<file path="config.mk">
export PLATFORM = sky130hd
export DESIGN_NAME = sig_gen_mixer
export DESIGN_NICKNAME = d
export VERILOG_FILES = /design/src/rtl/caf_pkg.sv /design/src/rtl/sig_gen_mixer_cmul.sv /design/src/rtl/sig_gen_mixer.sv
export SDC_FILE = /design/constraint.sdc
export NUM_CORES = 1
export LEC_CHECK = 0
export CORE_ASPECT_RATIO = 1.4
export CORE_MARGIN = 2
export CORE_UTILIZATION = 55
export CTS_BUF_LIST = sky130_fd_sc_hd__clkbuf_2
export CTS_CLUSTER_DIAMETER = 100
export DETAILED_ROUTE_END_ITERATION = 7
export MAX_ROUTING_LAYER = met4
export PLACE_DENSITY_LB_ADDON = 0.3
export SYNTH_ARGS = -nofsm -noshare
export SYNTH_HDL_FRONTEND = slang
export SYNTH_SLANG_ARGS = --single-unit
export TNS_END_PERCENT = 20
</file>
<file path="constraint.sdc">
create_clock -name clk -period 8.3 [get_ports clk]
set_clock_uncertainty 0.15 [all_clocks]
set_input_delay 1.66 -clock clk [delete_from_list [all_inputs] [get_ports clk]]
set_output_delay 1.66 -clock clk [all_outputs]
set_load 0.02 [all_outputs]
</file>
<file path="src/rtl/caf_pkg.sv">
// Shared definitions for the CAF front end: the mixer sum-width derivation,
// the output saturation helper and the stage-valid type.
package caf_pkg;

    // Widest intermediate that the saturation helper accepts.
    localparam int MAX_W = 64;

    // Width of a complex-multiply sum: one full product plus one carry bit.
    function automatic int mixer_w(input int iq_bits, input int lo_bits);
        return iq_bits + lo_bits + 1;
    endfunction

    // Sum width for the default 8/8 configuration.
    localparam int W_DEFAULT = mixer_w(8, 8);

    // One valid bit travelling alongside each pipeline stage.
    typedef logic stage_valid_t;

    // Clamp a signed value to the range of an out_bits-wide signed number.
    function automatic logic signed [MAX_W-1:0] mixer_sat(
        input logic signed [MAX_W-1:0] x,
        input int                      out_bits
    );
        logic signed [MAX_W-1:0] one;
        logic signed [MAX_W-1:0] hi;
        logic signed [MAX_W-1:0] lo;
        one = 1;
        hi  = (one <<< (out_bits - 1)) - one;
        lo  = -(one <<< (out_bits - 1));
        if (x > hi) begin
            return hi;
        end else if (x < lo) begin
            return lo;
        end
        return x;
    endfunction

endpackage

</file>
<file path="src/rtl/sig_gen_mixer_cmul.sv">
// Back half of the mixer pipeline: partial products (S2), complex add/sub
// with scaling and saturation into the output register (S3).
// Build option: SIG_GEN_MIXER_ROUND_EN selects round-half-up instead of floor.
module sig_gen_mixer_cmul
    import caf_pkg::*;
#(
    parameter int IQ_BITS  = 8,
    parameter int LO_BITS  = 8,
    parameter int OUT_BITS = 8,
    parameter int CONJ     = 0
) (
    input  logic                       clk,
    input  logic                       n_reset,
    input  logic                       en,
    input  logic                       v1,
    input  logic signed [IQ_BITS-1:0]  i,
    input  logic signed [IQ_BITS-1:0]  q,
    input  logic signed [LO_BITS-1:0]  lo_cos,
    input  logic signed [LO_BITS-1:0]  lo_sin,
    output logic                       m_tvalid,
    output logic signed [OUT_BITS-1:0] m_i,
    output logic signed [OUT_BITS-1:0] m_q
);

    localparam int P     = IQ_BITS + LO_BITS;
    localparam int W     = mixer_w(IQ_BITS, LO_BITS);
    localparam int SHIFT = W - 1 - OUT_BITS;
`ifdef SIG_GEN_MIXER_ROUND_EN
    localparam logic signed [W-1:0] RND = W'(1 << (SHIFT - 1));
`endif

    logic signed [P-1:0] p_ic, p_qs, p_is, p_qc;
    logic signed [P-1:0] pp_ic, pp_qs, pp_is, pp_qc;
    stage_valid_t        v2;
    logic signed [W-1:0] re_sum, im_sum;
    logic signed [W-1:0] re_sh, im_sh;
    logic signed [OUT_BITS-1:0] re_out, im_out;

    // Four partial products, operands sign-extended to the full product width.
    always_comb begin
        p_ic = P'(i) * P'(lo_cos);
        p_qs = P'(q) * P'(lo_sin);
        p_is = P'(i) * P'(lo_sin);
        p_qc = P'(q) * P'(lo_cos);
    end

    // S2: register partial products; frozen together with v2 while stalled.
    // NOTE: sequential state uses <= so every stage samples pre-edge values.
    always_ff @(posedge clk or negedge n_reset) begin
        if (!n_reset) begin
            v2    <= 1'b0;
            pp_ic <= '0;
            pp_qs <= '0;
            pp_is <= '0;
            pp_qc <= '0;
        end else if (en) begin
            v2 <= v1;
            if (v1) begin
                pp_ic <= p_ic;
                pp_qs <= p_qs;
                pp_is <= p_is;
                pp_qc <= p_qc;
            end
        end
    end

    // Complex add/sub for the chosen rotation sense, then scale and saturate.
    // NOTE: every always_comb output is assigned on all paths so no latch forms.
    always_comb begin
        if (CONJ != 0) begin
            re_sum = W'(pp_ic) + W'(pp_qs);
            im_sum = W'(pp_qc) - W'(pp_is);
        end else begin
            re_sum = W'(pp_ic) - W'(pp_qs);
            im_sum = W'(pp_is) + W'(pp_qc);
        end
`ifdef SIG_GEN_MIXER_ROUND_EN
        re_sh = (re_sum + RND) >>> SHIFT;
        im_sh = (im_sum + RND) >>> SHIFT;
`else
        re_sh = re_sum >>> SHIFT;
        im_sh = im_sum >>> SHIFT;
`endif
        re_out = OUT_BITS'(mixer_sat(MAX_W'(re_sh), OUT_BITS));
        im_out = OUT_BITS'(mixer_sat(MAX_W'(im_sh), OUT_BITS));
    end

    // S3: output register, held with its valid until downstream accepts.
    always_ff @(posedge clk or negedge n_reset) begin
        if (!n_reset) begin
            m_tvalid <= 1'b0;
            m_i      <= '0;
            m_q      <= '0;
        end else if (en) begin
            m_tvalid <= v2;
            if (v2) begin
                m_i <= re_out;
                m_q <= im_out;
            end
        end
    end

endmodule

</file>
<file path="src/rtl/sig_gen_mixer.sv">
// Complex mixer: joins an IQ stream with the sig_gen LO stream and emits
// (i+jq)*(cos +/- j*sin) through a 3-stage, fully back-pressured pipeline.
// Build option: SIG_GEN_MIXER_ROUND_EN (round-half-up scaling in the cmul stage).
module sig_gen_mixer
    import caf_pkg::*;
#(
    parameter int IQ_BITS  = 8,
    parameter int LO_BITS  = 8,
    parameter int OUT_BITS = 8,
    parameter int CONJ     = 0
) (
    input  logic                       clk,
    input  logic                       n_reset,
    input  logic                       s_iq_tvalid,
    output logic                       s_iq_tready,
    input  logic signed [IQ_BITS-1:0]  s_iq_i,
    input  logic signed [IQ_BITS-1:0]  s_iq_q,
    input  logic                       s_lo_tvalid,
    output logic                       s_lo_tready,
    input  logic signed [LO_BITS-1:0]  s_lo_cos,
    input  logic signed [LO_BITS-1:0]  s_lo_sin,
    output logic                       m_tvalid,
    input  logic                       m_tready,
    output logic signed [OUT_BITS-1:0] m_i,
    output logic signed [OUT_BITS-1:0] m_q
);

    logic                      en;
    logic                      fire;
    stage_valid_t              v1;
    logic signed [IQ_BITS-1:0] r_i, r_q;
    logic signed [LO_BITS-1:0] r_cos, r_sin;

    // The whole pipeline advances only when the output slot is free or leaving;
    // each ready is gated by the other stream's valid so both are consumed as a pair.
    assign en          = !m_tvalid || m_tready;
    assign fire        = s_iq_tvalid && s_lo_tvalid && en;
    assign s_iq_tready = s_lo_tvalid && en;
    assign s_lo_tready = s_iq_tvalid && en;

    // S1: capture the joined IQ/LO pair on fire.
    // NOTE: data registers are reset too, so outputs read 0 right after reset.
    always_ff @(posedge clk or negedge n_reset) begin
        if (!n_reset) begin
            v1    <= 1'b0;
            r_i   <= '0;
            r_q   <= '0;
            r_cos <= '0;
            r_sin <= '0;
        end else if (en) begin
            v1 <= fire;
            if (fire) begin
                r_i   <= s_iq_i;
                r_q   <= s_iq_q;
                r_cos <= s_lo_cos;
                r_sin <= s_lo_sin;
            end
        end
    end

    sig_gen_mixer_cmul #(
        .IQ_BITS  (IQ_BITS),
        .LO_BITS  (LO_BITS),
        .OUT_BITS (OUT_BITS),
        .CONJ     (CONJ)
    ) u_cmul (
        .clk      (clk),
        .n_reset  (n_reset),
        .en       (en),
        .v1       (v1),
        .i        (r_i),
        .q        (r_q),
        .lo_cos   (r_cos),
        .lo_sin   (r_sin),
        .m_tvalid (m_tvalid),
        .m_i      (m_i),
        .m_q      (m_q)
    );

endmodule
</file>
==> flow_summary.toml, run 1 <==
[outcome]
outcome = "finished, final reports clean"

[die]
dieArea_um2 = 29100
initial_utilization = 0.555
die_w_um = 145
die_y_um = 201
placementRows = 72
core_um2 = 27500
ios = 56

[global_routing]
grt_util_all_layers = 0.262
grt_pass1_vias = 11661
grt_overflow = 0
grt_pass1_wl_mm = 56.8
grt_max_degree = 81
antenna_found_initial = 2

[detailed_routing]
route.detailed.drc = 0
met3_length_mm = 1.10
drt_wl_total_mm = 33.2
vias = 10594
dr.first_iter.drc_count = 407
drt-met1-wl_mm = 13.2
antenna_left = 0
first_pass_iters = 5
top_layer_used = "met4"
wl_met2_mm = 17.3
viasPerCell = 5.23
wl_per_cell_um = 16.4

[synthesis]
syn_area_um2 = 15300
synth_top_area_share = 0.289
ys_seq_area_frac = 0.189
ys_top_cells_by_area = "fa_1, dfrtp_1, ha_1"
avgSynthCellArea_um2 = 9.46
synth_top_cell_by_area = "fa_1"
synth_top_flop_cell = "dfrtp_1"
synth_edf_count = 0
synth_nets = 2017
synthArstFlopShare = 1.00
synth_seq_cells = 115
yosys_warnings = 0
syn_inst = 1614
synth_cell_types = 55

[critical_path]
end_kind = "flop"
cp.required_ns = 8.87
reg2reg_slack_ns = 2.95
critPathMaxFanout = 17
worstPathArrival_ns = 5.92
cp-start-kind = "flop"
path_class = "reg2reg"

[place]
gp_congestion = 0.896
portBuffers = 55
place_hpwl_mm = 26.8

[sta]
setup_viol_count_final = 0
min_period_over_period = 0.645
drv_slew = 0
worstMarginPinSlew_ns = 0.829
fmax_mhz = 187
rsz0062_at_grt = "no"
period_minus_slack_ns = 5.35
fin_setup_tns_ns = 0
hold_viol_final = 0
relSlewSlack = 0.447

[final_layout]
drive_gt1_frac = 0.0611
layout_commonest_cell = "inv_1"
fillCellCount = 2440
syn2layout_area_growth_pct = 7.01
layout_common_cells = "inv_1, fa_1, and2_1, nand2_1, ha_1"
nNetsFinal = 2045

[clock_tree]
clkTransAtPathRegs_ns = 0.20
cts_resized = 0
cts_made_buffers = 17
holdBufCountCts = 0
cts_setup_buffers = 0
htree_levels = 4
cts_tree = "yes"
insertion_delay_ns = 0.84
cts-root-buf = "clkbuf_2"
cts.path.max_buffers = 2
cts.sinks = 115

[worst_hold_path]
hp-class = "reg2reg"

[run]
drv_cap = 0
==> synthesized netlist by cell type, types with 3 or more instances <==
| cell type | number |
|---|---|
| xor2_1 | 26 |
| o31ai_1 | 11 |
| o211ai_1 | 3 |
| nor2b_1 | 31 |
| a21boi_1 | 4 |
| nand3_1 | 7 |
| nand2b_1 | 11 |
| and2_1 | 162 |
| buf_1 | 6 |
| o21ai_2 | 3 |
| ha_1 | 146 |
| a2111oi_4 | 3 |
| inv_1 | 338 |
| and3_1 | 7 |
| a22oi_1 | 3 |
| fa_1 | 220 |
| o41ai_1 | 4 |
| a21oi_1 | 37 |
| nand2_1 | 149 |
| o21ai_0 | 44 |
| o21bai_1 | 4 |
| mux2_2 | 53 |
| or3_1 | 3 |
| dfrtp_1 | 115 |
| nor3_1 | 13 |
| xnor2_1 | 41 |
| a21o_1 | 13 |
| o21ai_1 | 23 |
| clkbuf_1 | 43 |
| o21a_1 | 13 |
| nor2_1 | 44 |
==> critical path, stage by stage, from the launching register on <==
cell	delay (ns)
dfrtp_1	0.61
and2_1	0.28
fa_1	0.53
inv_1	0.06
fa_1	0.54
inv_1	0.05
fa_1	0.48
inv_1	0.06
fa_1	0.53
inv_1	0.04
ha_1	0.36
o21ai_1	0.14
a21boi_1	0.11
o21ai_1	0.15
a21oi_1	0.12
o41ai_1	0.29
mux2_1	0.36
or3_1	0.36
==> layout make-up <==
class | instances | area, um2 | area share
clock buffers | 18 | 90.1 | 0.00552
inverters | 338 | 1270 | 0.0777
multi-input cells | 1112 | 10900 | 0.670
flip-flops and latches | 115 | 2880 | 0.176
diodes | 2 | 5.00 | 0.000306
clock inverters | 12 | 118 | 0.00720
repair buffers | 58 | 571 | 0.0349
well taps | 370 | 463 | 0.0283
==> path summary, 6_finish.rpt <==
kind                                        startpoint                      endpoint  depth (start not counted)
max reg2reg                       r_sin[2]$_DFFE_PN0P_  u_cmul.pp_is[14]$_DFFE_PN0P_                         17
min reg2reg                u_cmul.pp_qs[0]$_DFFE_PN0P_   u_cmul.pp_qs[0]$_DFFE_PN0P_                          2
max                               r_sin[2]$_DFFE_PN0P_  u_cmul.pp_is[14]$_DFFE_PN0P_                         17
max in group asynchronous                      n_reset            r_i[4]$_DFFE_PN0P_                          2
min in group asynchronous                      n_reset            r_q[0]$_DFFE_PN0P_                          1
min                        u_cmul.pp_qs[0]$_DFFE_PN0P_   u_cmul.pp_qs[0]$_DFFE_PN0P_                          2
==> logic make-up (layout without fill, tap and decap cells) <==
group | count (synthesis) | in the layout | share of synthesized area
muxes | 55 | 55 | 0.0406
adders and majority gates | 367 | 367 | 0.409
xor gates and xnor gates | 67 | 67 | 0.0385
other | 0 | 2 | 0
DFF | 115 | 115 | 0.189
and+or+nand+nor | 436 | 436 | 0.146
buffers and inverters | 387 | 426 | 0.0952
AOI/OAI and AO/OA | 187 | 187 | 0.0822
==> sequential cells by signal (all words and copies together), names as in the netlist <==
register,flops
u_cmul.pp_is,16
u_cmul.pp_qc,16
u_cmul.m_i,8
u_cmul.m_tvalid,1
v1,1
u_cmul.pp_qs,16
r_sin,8
u_cmul.v2,1
r_cos,8
u_cmul.pp_ic,16
r_q,8
r_i,8
u_cmul.m_q,8
==> metal layers <==
metal  vias to the layer above  global-route usage
li1                       5052                   -
met1                      5279               0.301
met2                       198               0.450
met3                        65              0.0376
met4                         0               0.118
met5                         -                   -
==> through the flow <==
stage          setup WS, ns   util  cell area, um2  std cells  hold WS [ns]
6_report               2.95  0.594           16300       2025         0.346
5_1_grt                2.71  0.594           16300       2025         0.381
4_1_cts                2.93  0.594           16300       2023         0.353
3_5_place_dp           3.01  0.587           16100       1993         0.313
3_3_place_gp           3.09  0.587           16100       1993         0.303
2_1_floorplan          3.32      -           15300       1614         0.292
Power of run 1 is not shown: default switching activity piles up to over one toggle a cycle in this logic, so the estimate is an artifact.
==> run 2: changes to the inputs <==
==> constraint.sdc (replaced) <==
create_clock -name clk -period 4.5 [get_ports clk]
set_clock_uncertainty 0.15 [all_clocks]
set_input_delay 0.9 -clock clk [delete_from_list [all_inputs] [get_ports clk]]
set_output_delay 0.9 -clock clk [all_outputs]
set_load 0.02 [all_outputs]
==> run 2 against run 1 <==
Effect of this change:
- the flow now finishes with violations (negative setup slack)
- critical path depth did not move
- first-iteration DRC count rose by 16%
- clock-buffer cell count rose by 3
- sequential cell count did not move
- critical path type unchanged
- die area did not move
- fmax rose by 16%
- core utilization rose by 7.4 points
==> flow_summary.toml, run 2 (synthesis gave the netlist of run 1 again) <==
[outcome]
outcome = "finished, violations left"
violations = "negative setup slack"

[global_routing]
grt_pass1_vias = 12352
grt_overflow = 0
antenna_found_initial = 1
grt_max_degree = 60
grt_util_all_layers = 0.272
grt_pass1_wl_mm = 59.4

[sta]
relSlewSlack = 0.564
rsz0062_at_grt = "yes"
fin_hold_ws_ns = 0.351
hold_viol_final = 0
fmax_mhz = 217
drv_slew = 0
setup_viol_count_final = 14
period_minus_slack_ns = 4.60
setup_ws_ns = -0.103
min_period_over_period = 1.02
worstMarginPinSlew_ns = 0.655

[critical_path]
cpMostUsedCell = "fa_1"
reg2reg_slack_ns = -0.10
path_delay_family = "adder cells"
critPathMaxFanout = 7
cp_slowest_cell = "fa_1"
critPathBufInv = 4
cp_cell_sequence = "and2_4 -> fa_1 -> inv_2 -> fa_1 -> inv_1 -> fa_1 -> inv_1 -> fa_1 -> inv_2 -> ha_4 -> o21ai_4 -> a21boi_2 -> o21ai_2 -> a21oi_2 -> o41ai_2 -> mux2_1 -> or3_1"
worstPathArrival_ns = 5.13
cp_num_cells = 17
path_class = "reg2reg"
end_kind = "flop"
cp.required_ns = 5.02
cp-start-kind = "flop"
reg2reg_depth = 17
max_stage_delay_ns = 0.54

[clock_tree]
cts_made_buffers = 17
htree_levels = 4
insertion_delay_ns = 0.78
cts_tree = "yes"
cts.sinks = 115
cts.path.max_buffers = 2
cts-root-buf = "clkbuf_2"
clkTransAtPathRegs_ns = 0.23

[die]
die_w_um = 145
initial_utilization = 0.555
placementRows = 72
die_y_um = 201
ios = 56
dieArea_um2 = 29100
core_um2 = 27500

[detailed_routing]
route.detailed.drc = 0
wl_per_cell_um = 16.2
vias = 11526
antenna_left = 0
drt_wl_total_mm = 36.0
first_pass_iters = 5
dr.first_iter.drc_count = 471
viasPerCell = 5.19

[final_layout]
layout_commonest_cell = "inv_1"
syn2layout_area_growth_pct = 20.3
multiInputGateArea_um2 = 11400
drive_gt1_frac = 0.217
layout_common_cells = "inv_1, fa_1, buf_4, and2_1, nand2_1"
regArea_um2 = 2900
final_area_um2 = 18400
fillCellCount = 2176
nNetsFinal = 2242

[place]
gp_congestion = 0.972
place_area_um2 = 17400
place_hpwl_mm = 29.4
pre_cts_slack_ns = -0.339
portBuffers = 55

[run]
drv_cap = 0

[worst_hold_path]
hp-class = "reg2reg"
hold_path_depth = 2
[run 2: layout make-up]
class	instances	share of cell area
antenna	1	0.000136
clock buffer	21	0.00573
clock inverter	10	0.00484
inverter	338	0.0691
multi-input combinational	1112	0.620
sequential	115	0.158
tap	370	0.0252
timing repair buffer	255	0.117
[run 2: metal layers]
metal  track usage  part of all wire
met1         0.318              0.40
met2         0.454              0.52
met3        0.0407             0.035
met4         0.137             0.047
met5             -                 0
[run 2: tightest hold or removal path: cells and delay by family, from the launching register on]
kind / cells / cell delay [ns]
flops: 1 / 0.38
compound gates: 1 / 0.06
simple gates: 1 / 0.05
[run 2: what timing repair did]
action | CTS | global route
hold endpoints to repair | 46 | 0
gates resized for setup | 74 | 61
endpoints found under the setup margin | 19 | 23
hold buffers | 1 | 0
pin swaps | 37 | 38
cloned | 0 | 1
buffers inserted | 20 | 5
[run 2: final timing paths]
path	startpoint	end
max	r_sin[2]$_DFFE_PN0P_	u_cmul.pp_is[14]$_DFFE_PN0P_
min	u_cmul.m_i[0]$_DFFE_PN0P_	u_cmul.m_i[0]$_DFFE_PN0P_
max reg2reg	r_sin[2]$_DFFE_PN0P_	u_cmul.pp_is[14]$_DFFE_PN0P_
min reg2reg	u_cmul.m_i[0]$_DFFE_PN0P_	u_cmul.m_i[0]$_DFFE_PN0P_
max in group asynchronous	n_reset	r_cos[2]$_DFFE_PN0P_
min in group asynchronous	n_reset	r_sin[6]$_DFFE_PN0P_
[run 2: stage by stage]
| step | TNS (ns) | std cells | utilization |
|---|---|---|---|
| 6_report | -0.802 | 2222 | 0.668 |
| 3_5_place_dp | -3.02 | 2163 | 0.634 |
| 4_1_cts | -0.849 | 2215 | 0.659 |
| 3_3_place_gp | -1.70 | 2163 | 0.634 |
| 5_1_grt | -4.15 | 2222 | 0.668 |
| 2_1_floorplan | -0.303 | 1614 | - |
Power of run 2 is left out for the same reason.
==> run 3: changes to the inputs <==
--- a/config.mk
+++ b/config.mk
@@ -5,14 +5,16 @@
 export SDC_FILE = /design/constraint.sdc
 export NUM_CORES = 1
 export LEC_CHECK = 0
+export ABC_AREA = 1
 export CORE_ASPECT_RATIO = 1.4
 export CORE_MARGIN = 2
-export CORE_UTILIZATION = 55
+export CORE_UTILIZATION = 32
 export CTS_BUF_LIST = sky130_fd_sc_hd__clkbuf_2
 export CTS_CLUSTER_DIAMETER = 100
 export DETAILED_ROUTE_END_ITERATION = 7
 export MAX_ROUTING_LAYER = met4
 export PLACE_DENSITY_LB_ADDON = 0.3
+export SETUP_SLACK_MARGIN = 0.05
 export SYNTH_ARGS = -nofsm -noshare
 export SYNTH_HDL_FRONTEND = slang
 export SYNTH_SLANG_ARGS = --single-unit
==> run 3 against run 2 <==
Effect of this change:
- worst setup slack gained 0.16 ns
- highest routed layer unchanged
- largest cell class unchanged
- the run now ends clean
- sequential share of layout area shrank 1.3 points
- critical path depth is the same
- critical endpoint is now u_cmul.pp_ic[15]$_DFFE_PN0P_
- global-route usage shrank 9.4 points
- cell count grew 35%
- worst hold slack lost 0.0025 ns
==> flow_summary.toml, run 3 <==
[detailed_routing]
route.detailed.drc = 0
antenna_left = 0
vias = 13383
first_pass_iters = 5
viasPerCell = 4.47
wl_per_cell_um = 14.6
drt_wl_total_mm = 43.7
dr.first_iter.drc_count = 548

[sta]
setup_viol_count_final = 0
relSlewSlack = 0.329
worstMarginPinSlew_ns = 1.00
hold_viol_final = 0
drv_slew = 0
rsz0062_at_grt = "yes"
period_minus_slack_ns = 4.44
fmax_mhz = 225
setup_ws_ns = 0.0614
min_period_over_period = 0.986

[die]
ios = 56
die_y_um = 273
die_w_um = 196
core_um2 = 51000
initial_utilization = 0.324
placementRows = 98
dieArea_um2 = 53400

[synthesis]
synth_top_flop_cell = "dfrtp_1"
syn_inst = 2153
syn_area_um2 = 16500
synth_edf_count = 0
avgSynthCellArea_um2 = 7.66
ys_top_cells_by_area = "fa_1, dfrtp_1, inv_1"
synthTopCellsByCount = "inv_1, nand2_1, fa_1"
synthArstFlopShare = 1.00
yosysMostFrequentCell = "inv_1"
synth_seq_cells = 115
synth_nets = 2556
synth_top_area_share = 0.267
yosys_warnings = 0
synth_cell_types = 42
synth_top_cell_by_area = "fa_1"
ys_seq_area_frac = 0.174

[global_routing]
grt_util_all_layers = 0.178
met1_usage = 0.195
grt_use_met2 = 0.322
grt_max_degree = 54
top_usage_layer = "met2"
antenna_found_initial = 1
grt_pass1_vias = 14185
grt_pass1_wl_mm = 72.3
grt_overflow = 0
use_met3 = 0.0194

[clock_tree]
cts-root-buf = "clkbuf_2"
cts.path.max_buffers = 2
cts_made_buffers = 17
insertion_delay_ns = 0.88
htree_levels = 4
cts_tree = "yes"
clkTransAtPathRegs_ns = 0.19
cts.sinks = 115

[final_layout]
nNetsFinal = 2736
layout_common_cells = "inv_1, nand2_1, fa_1, buf_4, ha_1"
layout_commonest_cell = "inv_1"
syn2layout_area_growth_pct = 21.0
drive_gt1_frac = 0.177

[worst_hold_path]
hold_path_depth = 2
hp-class = "reg2reg"

[place]
gp_congestion = 0.887
portBuffers = 55
pre_cts_slack_ns = -0.121
place_hpwl_mm = 36.5

[critical_path]
cp-start-kind = "flop"
path_class = "reg2reg"
reg2reg_depth = 17
critPathMaxFanout = 6
end_kind = "flop"
cp.required_ns = 5.13
worstPathArrival_ns = 5.07

[run]
drv_cap = 0

[outcome]
outcome = "finished, final reports clean"
## run 3: cell count changes after synthesis, moves of 25 or more
| cell | change |
|---|---|
| a21oi_1 | +32 |
| and2_1 | -158 |
| clkbuf_1 | +30 |
| inv_1 | +249 |
| mux2_2 | -25 |
| nand2_1 | +372 |
| nand3_1 | +49 |
| nor2_1 | +57 |
| nor2b_1 | -31 |
## run 3: cell type report
class,count,area (um2)
clock buffers,19,95.1
fillers,5230,31000
repair buffers,239,2100
well taps,650,813
flip-flops and latches,115,2900
clock inverters,12,164
diodes,1,2.50
multi-input cells,1369,11700
inverters,591,2220
## run 3: cell families (layout without fill, tap and decap cells)
kind of cell | count (synthesis) | count (layout) | synth area share
AOI/OAI and AO/OA | 185 | 185 | 0.0639
adders and majority gates | 366 | 366 | 0.378
buffers and inverters | 669 | 861 | 0.152
other | 0 | 1 | 0
muxes | 28 | 28 | 0.0191
and+or+nand+nor | 736 | 736 | 0.184
xor gates and xnor gates | 54 | 54 | 0.0287
DFF | 115 | 115 | 0.174
## run 3: final timing paths
kind	from	end	slack [ns]
setup reg to reg	r_i[7]$_DFFE_PN0P_	u_cmul.pp_ic[15]$_DFFE_PN0P_	0.06
hold / removal	u_cmul.pp_ic[3]$_DFFE_PN0P_	u_cmul.pp_ic[3]$_DFFE_PN0P_	0.35
hold reg to reg	u_cmul.pp_ic[3]$_DFFE_PN0P_	u_cmul.pp_ic[3]$_DFFE_PN0P_	0.35
min in group asynchronous	n_reset	u_cmul.m_i[0]$_DFFE_PN0P_	0.41
max in group asynchronous	n_reset	u_cmul.pp_ic[1]$_DFFE_PN0P_	2.87
setup / recovery	r_i[7]$_DFFE_PN0P_	u_cmul.pp_ic[15]$_DFFE_PN0P_	0.06
## run 3: metrics by stage
stage / std cells / TNS [ns] / hold WS [ns] / utilization / cell area [um2]
6_report: 2996 / 0 / 0.349 / 0.392 / 20000
5_1_grt: 2996 / -1.08 / 0.378 / 0.392 / 20000
4_1_cts: 2981 / 0 / 0.324 / 0.381 / 19400
3_5_place_dp: 2941 / -1.01 / 0.311 / 0.371 / 18900
3_3_place_gp: 2941 / -0.329 / 0.305 / 0.371 / 18900
2_1_floorplan: 2153 / 0 / 0.281 / - / 16500
## run 3: worst max-delay path: stages, from the launching register on
cell	delay, ns
dfrtp_2	0.49
buf_12	0.16
buf_8	0.13
nand2_2	0.06
inv_2	0.05
fa_1	0.47
inv_1	0.05
fa_1	0.49
fa_1	0.55
inv_1	0.05
fa_1	0.47
ha_1	0.33
a21o_1	0.19
a221oi_2	0.24
nand3_1	0.12
or2_4	0.24
nand3_2	0.05
nand2_1	0.06
## run 3: metal layers
layer | routed length, um | share of wire | up-vias
met1 | 17900 | 0.41 | 6467
met5 | 0 | 0 | -
met3 | 891 | 0.020 | 66
met2 | 23100 | 0.53 | 172
li1 | - | - | 6678
met4 | 1810 | 0.041 | 0
## run 3: repair_timing
item / in CTS / in global routing
buffers inserted: 8 / 14
gates resized for setup: 51 / 111
pin swaps: 8 / 56
endpoints found under the hold margin: 39 / 0
setup endpoints to repair: 25 / 28
hold buffers: 1 / 0
gates cloned: 0 / 0
Power of run 3 is left out for the same reason.
